===== src/rtl/pwm_pkg.sv =====
// pwm_pkg: shared widths, reset top and count type for the ramp generator and comparador
package pwm_pkg;
  localparam int DEF_WIDTH   = 10;
  localparam int DEF_PRESC_W = 8;
  localparam int DEF_TOP_RST = 1023;
  typedef logic [DEF_WIDTH-1:0] count_t;
endpackage


===== src/rtl/divisor_reloj.sv =====
// divisor_reloj: prescaler producing one step every presc+1 enabled clocks
module divisor_reloj #(
  parameter int PRESC_W = pwm_pkg::DEF_PRESC_W
) (
  input  logic               clk,
  input  logic               rst_n,
  input  logic               en,
  input  logic [PRESC_W-1:0] presc,
  output logic               step
);
  logic [PRESC_W-1:0] pcnt;
  assign step = en && pcnt == presc;
  always_ff @(posedge clk or negedge rst_n)
    if (!rst_n) pcnt <= '0;
    else if (en) pcnt <= step ? '0 : pcnt + 1'b1;
endmodule


===== src/rtl/generador_rampa.sv =====
// generador_rampa: ramp counter with shadowed duty/top applied only at period wrap
module generador_rampa import pwm_pkg::*; #(
  parameter int WIDTH   = DEF_WIDTH,
  parameter int PRESC_W = DEF_PRESC_W,
  parameter int TOP_RST = DEF_TOP_RST
) (
  input  logic               clk,
  input  logic               rst_n,
  input  logic               en,
  input  logic [PRESC_W-1:0] presc,
  input  logic [WIDTH-1:0]   top_in,
  input  logic [WIDTH-1:0]   duty_in,
  input  logic               duty_wr,
  output logic [WIDTH-1:0]   c,
  output logic [WIDTH-1:0]   d,
  output logic               tick,
  output logic               duty_pend
);
  logic step, wrap;
  logic [WIDTH-1:0] top_act, shadow;
  divisor_reloj #(.PRESC_W(PRESC_W)) u_div (
    .clk(clk), .rst_n(rst_n), .en(en), .presc(presc), .step(step)
  );
  assign wrap = step && c == top_act;
  always_ff @(posedge clk or negedge rst_n)
    if (!rst_n) begin
      c         <= '0;
      d         <= '0;
      tick      <= 1'b0;
      duty_pend <= 1'b0;
      shadow    <= '0;
      top_act   <= WIDTH'(TOP_RST);
    end else begin
      tick <= wrap;
      if (step) c <= wrap ? '0 : c + 1'b1;
      if (wrap) top_act <= top_in;
      if (wrap) d <= duty_wr ? duty_in : duty_pend ? shadow : d;
      if (wrap) duty_pend <= 1'b0;
      else if (duty_wr) duty_pend <= 1'b1;
      if (duty_wr && !wrap) shadow <= duty_in;
    end
endmodule


===== config.mk =====
export PLATFORM = sky130hd
export DESIGN_NAME = generador_rampa
export DESIGN_NICKNAME = d
export VERILOG_FILES = /design/src/rtl/pwm_pkg.sv /design/src/rtl/divisor_reloj.sv /design/src/rtl/generador_rampa.sv
export SDC_FILE = /design/constraint.sdc
export NUM_CORES = 1
export LEC_CHECK = 0
export CAP_MARGIN = 20
export CELL_PAD_IN_SITES_DETAIL_PLACEMENT = 0
export CELL_PAD_IN_SITES_GLOBAL_PLACEMENT = 2
export CORE_MARGIN = 2
export CORE_UTILIZATION = 35
export DETAILED_ROUTE_END_ITERATION = 6
export GPL_ROUTABILITY_DRIVEN = 0
export PLACE_DENSITY = 0.84
export SYNTH_ARGS = -nofsm -noshare
export SYNTH_HDL_FRONTEND = slang
export SYNTH_SLANG_ARGS = --single-unit

===== constraint.sdc =====
create_clock -name clk -period 6.1 [get_ports clk]
set_input_delay 0.61 -clock clk [delete_from_list [all_inputs] [get_ports clk]]
set_output_delay 0.61 -clock clk [all_outputs]
set_load 0.02 [all_outputs]

**After elaboration in Yosys (flattened, before gate mapping)**

Index checks and enable logic that the tools add are counted.

- Output and inout port bits: 22
- Register bits after elaboration: 50
- Input bits: 32
- Logic and storage cells: 24

- Equality and inequality tests: 2
- Reductions and logical operators: 7
- Add/subtract/negate cells: 2
- Multiplexer cells: 6

Operators with widths:

| cell | number |
|---|---|
| 10-bit two-way mux | 3 |
| 10-bit by 1-bit adder with 10-bit output, second input constant | 1 |
| 10-bit equality test | 1 |
| 8-bit by 1-bit adder with 8-bit output, second input constant | 1 |
| 8-bit equality test | 1 |
| 8-bit two-way mux | 1 |
| 2-bit nonzero test | 2 |
| 1-bit logical AND | 3 |
| 1-bit two-way mux | 2 |
| 2-bit AND reduction | 1 |
| 1-bit logical NOT | 1 |

**Longest topological paths before layout**

Gate-level depths: netlist of run 1.

- Depth in word-level cells: 5
- Depth in mapped cells: 8
- Mapped depth without buffers: 5

**Cells and area by module**

From an unflattened synthesis of run 1, not the netlist that was laid out.

- Cells, all modules: 250
- Area total of the unflattened synthesis: 2772.7 um^2

By module, submodules not included:

| module | cells an instance | area each (um^2) | times used | seq. area each (um^2) |
|---|---|---|---|---|
| generador_rampa | 194 | 2227.1 | 1 | 1063.5 |
| divisor_reloj | 56 | 545.5 | 1 | 200.2 |

**Worst setup path after synthesis of run 1**

OpenSTA, ideal clock, no wires.

- Kind: input to register
- Start point: input presc[0]
- End point: register shadow[0]
- Setup time: 0.125 ns
- Arrival time: 2.020 ns
- Cell stages on the path: 5
- Buffers on the path: 0
- Slack: 3.956 ns
- Data required time: 5.975 ns
- Cell sequence: xor2_1 > nor4_2 > nand3_2 > o21ai_2 > mux2_2

- Word-level cells in the longest chain between the ends: 5

Ends and longest elaborated chain:

| item | line | source |
|---|---|---|
| start, declared | generador_rampa.sv:10 | `input logic [PRESC_W-1:0] presc,` |
| 8-bit equality test | divisor_reloj.sv:12 | `assign step = en && pcnt == presc;` |
| 1-bit logical AND | divisor_reloj.sv:12 |  |
| 1-bit logical AND | generador_rampa.sv:24 | `assign wrap = step && c == top_act;` |
| 1-bit logical NOT | generador_rampa.sv:40 | `if (duty_wr && !wrap) shadow <= duty_in;` |
| 1-bit logical AND | generador_rampa.sv:40 |  |
| end signal, assigned | generador_rampa.sv:40 |  |
| end, declared | generador_rampa.sv:20 | `logic [WIDTH-1:0] top_act, shadow;` |

Every way passes these cells.
A chain may end at the register's enable or synchronous reset.

**Worst setup path after layout of run 1**

- Start point: input presc[0]
- End point: register top_act[5]

- Word-level cells in the longest chain between the ends: 3

Ends and longest elaborated chain:

| item | line | source |
|---|---|---|
| 8-bit equality test | divisor_reloj.sv:12 |  |
| 1-bit logical AND | divisor_reloj.sv:12 |  |
| 1-bit logical AND | generador_rampa.sv:24 |  |
| end signal, assigned | generador_rampa.sv:32 | `top_act <= WIDTH'(TOP_RST);` |
| end signal, assigned | generador_rampa.sv:36 | `if (wrap) top_act <= top_in;` |
| end, declared | generador_rampa.sv:20 |  |

Every way passes these cells.

==> results.cfg, run 1 <==
[final_layout]
layoutNonFillerInstCount = 391
n_fill_cell = 742
area_of_all_placed_cells_without_fillers_um2 = 3306
share_of_post_route_cells_with_drive_strength_above_1 = 0.2021
fin_util = 0.4582
antennaDiodeCount = 0
area_growth_syn_to_layout_pct = 27.20
final_net_count = 325

[sta]
unrepaired_setup_endpoints_after_global_routing = no
finalCritPeriodShare = 0.4859
finalWorstPathRequiredPeriod_ps = 2964
transition_time_at_the_pin_with_the_least_slew_margin_ps = 645.6
hold_violations = 0
timing.slew.headroom = 0.5696
highest_attainable_clock_frequency_ghz = 0.3374
finalSetupViolations = 0
slew_violations = 0
final.hold.worst_slack_ps = 395.8
skew_ps = 8.054
totalNegativeSetupSlack_ps = 0
timing.final.ws_setup_ps = 3136

[routing]
detailed_routing_iterations_pass_1 = 4
wl_per_cell_um = 14.99
number_of_vias_in_the_routed_layout = 2002
antenna_violating_nets_post_route = 0
avgViaCountPerCell = 5.120
drt_iter0_markers = 89
drc = 0
detail_route.wirelength_mm = 5.861

[setup_path]
crit_path_end = top_act[5]
r2r_slack_ps = 3370
crit_chain = clkdlybuf4s50_1, xor2_1, nor4_2, nand3_2, nor2_1, buf_4, mux2_2
cpLargestDelayFamily = simple AND/OR/NAND/NOR gates
worst-path-max-fanout = 27
cp_slowest_stage_delay_ps = 490
r2r-start = u_div.pcnt[0]
critical-path-slowest-cell = nand3_2
crit_start = presc[0]
worst_reg2reg_path_endpoint = top_act[5]
critical_path_required_ps = 6330
number_of_cells_traversed_by_the_worst_register_to_register_path = 6
cp_num_cells = 7
worst-path-buf-inv = 2
worst-setup-path-type = in2reg
crit_path_arrival_time_ps = 3200
setup.worst_path.start_class = input pin
crit_path_end_kind = flop

[pwr]
power.clock.fraction = 0.305
power.switching_fraction = 0.2807
power.combinational.fraction = 0.162
power.density_nw_per_um2 = 229.8
p_total_mw = 0.7596
total_leakage_power_nw = 1.407
net-switching-power_mw = 0.2132
power.share.sequential = 0.532
ir_drop_v = 0.0001058
p_int_mw = 0.5463

[floorplanning]
fp.dieArea_um2 = 8131
initial_core_util = 0.3602
die_w_um = 90.17
std_cell_rows = 31
total_core_area_um2 = 7214
io-pin-count = 54
die_height_um = 90.17

[logic_synthesis]
synthesis.area_per_instance_um2 = 10.69
synth_sequential_area_ratio = 0.4863
synth_nets = 277
synth.most_common_cell = dfrtp_1
ys.warnings.count = 0
synth_top_cell_area_share = 0.3852
synth_top_flop_cell = dfrtp_1
synthDistinctLibCells = 38
synthTopCellsByCount = dfrtp_1 (40), mux2_2 (21), nor2_1 (21), xor2_1 (20), inv_1 (15)
syn_inst = 243
netlist_area_um2 = 2599
ys_top_cells_by_area = dfrtp_1 (39%), dfstp_2 (10%), mux2_2 (9.1%), xor2_1 (6.7%), nor2_1 (3.0%)
synth_edf_count = 0
ys_async_sr_fraction = 1.000
synthDominantAreaCellType = dfrtp_1
synth_seq_cells = 50

[run_status]
run_status = finished clean

[placed_design]
pre_cts_slack_ps = 2798
postPlaceCellArea_um2 = 3194
placedCellCount = 383
portBuffers = 53
place_hpwl_mm = 3.959

[grt]
pin_count_of_the_biggest_net_entering_global_routing = 51
grt_remaining_overflow = 0
globalRouteTotalUtil = 0.1501
number_of_global_route_vias_before_repair = 2026
grt_antenna_before_repair = 0
wire_length_of_the_first_global_routing_pass_mm = 9.880

[clocking]
clock_sinks = 50
post_cts_buffers = 0
clock_tree_from_tritoncts = built
clock_tree.buffer_depth = 2
ctsResizeCount = 0
clkTransAtPathRegs_ps = 90
root_buffer = clkbuf_8
htree_num_levels = 2
cts_inserted_buffers = 5
cts.hold.buffers_added = 0
clock_latency_ps = 310

[run]
number_of_maximum_capacitance_constraint_violations = 0

[hold_path]
min_path_type = in2async
[state kept, by name, summed over array words and instances, names as in the netlist]
name	cells
c	10
d	10
shadow	10
top_act	10
u_div.pcnt	8
duty_pend	1
tick	1
[cell type report]
class	instances	area (um2)	area share
flip-flops and latches	50	1264	0.3823
clock buffers	8	111.4	0.03369
multi-input cells	162	1195	0.3615
repair buffers	57	555.5	0.1681
inverters	15	56.30	0.01703
well taps	99	123.9	0.03747
[power groups by stage]
stage	logic (mW)	registers [mW]	clock network, mW
after CTS	0.126	0.405	0.237
final	0.123	0.404	0.232
after global routing	0.141	0.410	0.248
after detailed placement	0.126	0.411	0
after floorplan	0.0744	0.403	0
after global placement	0.122	0.411	0
[cells in the final DEF, fill, tap and decap left out, drive strengths merged, types with 3 or more instances in the layout]
cell and n:
a21oi 8, a221oi 3, a41oi 7, and3 4, buf 5, clkbuf 8, clkdlybuf4s50 52, dfrtp 40
dfstp 10, inv 15, mux2 21, nand2 9, nand3 11, nand4 4, nor2 21, nor3 3
nor4 4, o21ai 10, o221a 7, o41ai 3, or2 4, or4 7, xnor2 4, xor2 20
[worst reg2reg max path, cell delays in order (launching register included)]
cell	delay (ps)
dfrtp_1	470
xor2_1	180
nor4_2	340
nand3_2	490
nor2_1	490
buf_4	320
mux2_2	360
[how the worst min path moves through the flow]
stage                      endpoint       from  cells after the start  slack [ps]
after CTS                      d[8]      rst_n                      2         430
after global routing           c[6]      rst_n                      2         460
final                     shadow[9]      rst_n                      2         400
after floorplan                c[0]      rst_n                      0         310
after global placement    shadow[8]  shadow[8]                      1         490
after detailed placement  shadow[0]  shadow[0]                      1         490
[per-layer routing]
| layer | vias up | GRT usage | wire (um) |
|---|---|---|---|
| met1 | 996 | 0.1880 | 2735 |
| met2 | 33 | 0.2575 | 2822 |
| met5 | - | 0 | 0 |
| met4 | 0 | 0.04615 | 78 |
| li1 | 967 | - | - |
| met3 | 6 | 0.03437 | 224 |
[logic make-up (layout without fill, tap and decap cells)]
kind of cell | Yosys count | in the layout | synth area share
compound gates | 44 | 44 | 0.1295
buf+inv | 31 | 80 | 0.05392
xor+xnor | 24 | 24 | 0.08089
flops | 50 | 50 | 0.4863
fa+ha+maj | 2 | 2 | 0.009628
mux | 21 | 21 | 0.09100
simple gates | 71 | 71 | 0.1488
Note: power is estimated with default switching activity, not from simulation.
==> run 2: changes to the inputs <==
--- a/config.mk
+++ b/config.mk
@@ -9,10 +9,10 @@
 export CELL_PAD_IN_SITES_DETAIL_PLACEMENT = 0
 export CELL_PAD_IN_SITES_GLOBAL_PLACEMENT = 2
 export CORE_MARGIN = 2
-export CORE_UTILIZATION = 35
+export CORE_UTILIZATION = 29
 export DETAILED_ROUTE_END_ITERATION = 6
 export GPL_ROUTABILITY_DRIVEN = 0
-export PLACE_DENSITY = 0.84
+export PLACE_DENSITY = 0.74
 export SYNTH_ARGS = -nofsm -noshare
 export SYNTH_HDL_FRONTEND = slang
 export SYNTH_SLANG_ARGS = --single-unit
==> constraint.sdc (replaced) <==
create_clock -name clk -period 2.6 [get_ports clk]
set_input_delay 0.26 -clock clk [delete_from_list [all_inputs] [get_ports clk]]
set_output_delay 0.26 -clock clk [all_outputs]
set_load 0.02 [all_outputs]
==> run 2 against run 1 <==
Net effect: critical path depth shrank 1; first-iteration DRC count fell by 13%; sequential share of layout area fell by 1.7 points; non-clock buffer count is 18 higher; largest power group unchanged; highest routed layer unchanged; largest cell class unchanged.
==> results.cfg, run 2 (same netlist as run 1, synthesis figures left out) <==
[pwr]
p_total_mw = 1.841
total_leakage_power_nw = 1.497
power.density_nw_per_um2 = 532.2
ir_drop_v = 0.0002253

[grt]
pin_count_of_the_biggest_net_entering_global_routing = 20
grt_remaining_overflow = 0
grt_antenna_before_repair = 0
number_of_global_route_vias_before_repair = 2140
wire_length_of_the_first_global_routing_pass_mm = 10.83
globalRouteTotalUtil = 0.1385

[sta]
slew_violations = 0
timing.slew.headroom = 0.7425
final.hold.worst_slack_ps = 384.6
hold_violations = 0
skew_ps = 17.99
unrepaired_setup_endpoints_after_global_routing = no
finalWorstPathRequiredPeriod_ps = 2320
totalNegativeSetupSlack_ps = 0
finalSetupViolations = 0
transition_time_at_the_pin_with_the_least_slew_margin_ps = 385.1
highest_attainable_clock_frequency_ghz = 0.4311
timing.final.ws_setup_ps = 280.1
finalCritPeriodShare = 0.8923

[floorplanning]
fp.dieArea_um2 = 9735
die_height_um = 98.67
std_cell_rows = 34
total_core_area_um2 = 8721
initial_core_util = 0.2980
die_w_um = 98.67
io-pin-count = 54

[setup_path]
crit_chain = xor2_1, nor4_2, nand3_1, buf_4, or4_1, o221a_2
worst-path-max-fanout = 9
critical_path_required_ps = 2790
cp_num_cells = 6
crit_path_end_kind = flop
number_of_cells_traversed_by_the_worst_register_to_register_path = 6
crit_start = c[8]
cpLargestDelayFamily = simple AND/OR/NAND/NOR gates
setup.worst_path.start_class = flop
critical-path-slowest-cell = dfrtp_1
cp_slowest_stage_delay_ps = 480
crit_path_arrival_time_ps = 2510
worst-setup-path-type = reg2reg
r2r-start = c[8]
worst-path-buf-inv = 1

[placed_design]
postPlaceCellArea_um2 = 3333
placedCellCount = 409
pre_cts_slack_ps = 138.3
place_hpwl_mm = 4.586
portBuffers = 53

[clocking]
ctsResizeCount = 0
clkTransAtPathRegs_ps = 90
root_buffer = clkbuf_8
clock_tree_from_tritoncts = built
htree_num_levels = 2
clock_tree.buffer_depth = 2
cts_inserted_buffers = 5
clock_latency_ps = 310
clock_sinks = 50

[routing]
number_of_vias_in_the_routed_layout = 2072
drc = 0
drt_iter0_markers = 77
avgViaCountPerCell = 4.957
antenna_violating_nets_post_route = 0
detail_route.wirelength_mm = 6.315
detailed_routing_iterations_pass_1 = 4
wl_per_cell_um = 15.11

[final_layout]
area_of_all_placed_cells_without_fillers_um2 = 3460
mostFrequentLayoutCells = clkdlybuf4s50_1 (52), dfrtp_1 (40), nor2_1 (21), mux2_2 (21), buf_4 (21)
final_net_count = 343
area_growth_syn_to_layout_pct = 33.12
antennaDiodeCount = 0
fin_util = 0.3967
share_of_post_route_cells_with_drive_strength_above_1 = 0.2452
layoutNonFillerInstCount = 418
final_common_cell = clkdlybuf4s50_1
n_fill_cell = 883

[run]
number_of_maximum_capacitance_constraint_violations = 0

[hold_path]
min_path_type = in2async

[run_status]
run_status = finished clean
run 2: changes by cell type in the layout (fill, tap and decap cells not counted), sizes merged:
cell,previous run,this run
buf,5,22
bufinv,0,1
clkbuf,8,7
dlygate4sd3,0,1
run 2: layer usage:
| metal | up-vias | track usage | share of wire | routed length, um |
|---|---|---|---|---|
| met5 | - | 0 | 0 | 0 |
| met4 | 0 | 0.04004 | 0.011 | 70 |
| met3 | 7 | 0.03050 | 0.048 | 305 |
| met2 | 53 | 0.2093 | 0.44 | 2791 |
| met1 | 1007 | 0.2004 | 0.50 | 3147 |
| li1 | 1005 | - | - | - |
run 2: layout make-up:
cell class,instances,area (um2),share of cell area
sequential,50,1264,0.3653
tap,108,135.1,0.03906
clock buffer,7,86.33,0.02495
multi-input combinational,162,1195,0.3454
inverter,15,56.30,0.01627
clock inverter,1,30.03,0.008680
timing repair buffer,75,693.2,0.2004
run 2: what timing repair did:
item	4_1_cts	5_1_grt
setup buffers	0	0
hold endpoints to repair	4	0
hold buffers	1	0
run 2: worst paths after layout:
kind / endpoint / slack (ps)
setup reg to reg: d[1] / 280
min in group clk: shadow[3] / 510
max in group asynchronous: c[7] / 1640
hold / removal: d[9] / 380
setup / recovery: d[1] / 280
hold reg to reg: shadow[3] / 510
run 2: worst register-to-register path, delay by kind of cell (launching register included):
family,cells,cell delay [ps]
and+or+nand+nor,3,1130
DFF,1,480
buffers and inverters,1,280
xor gates and xnor gates,1,180
AOI/OAI and AO/OA,1,140
run 2: power breakdown:
group / leakage, nW / switching [mW] / total (mW) / internal [mW]
Sequential: 0.618 / 0.0886 / 0.938 / 0.849
Clock: 0.0585 / 0.265 / 0.579 / 0.314
Combinational: 0.820 / 0.152 / 0.324 / 0.172
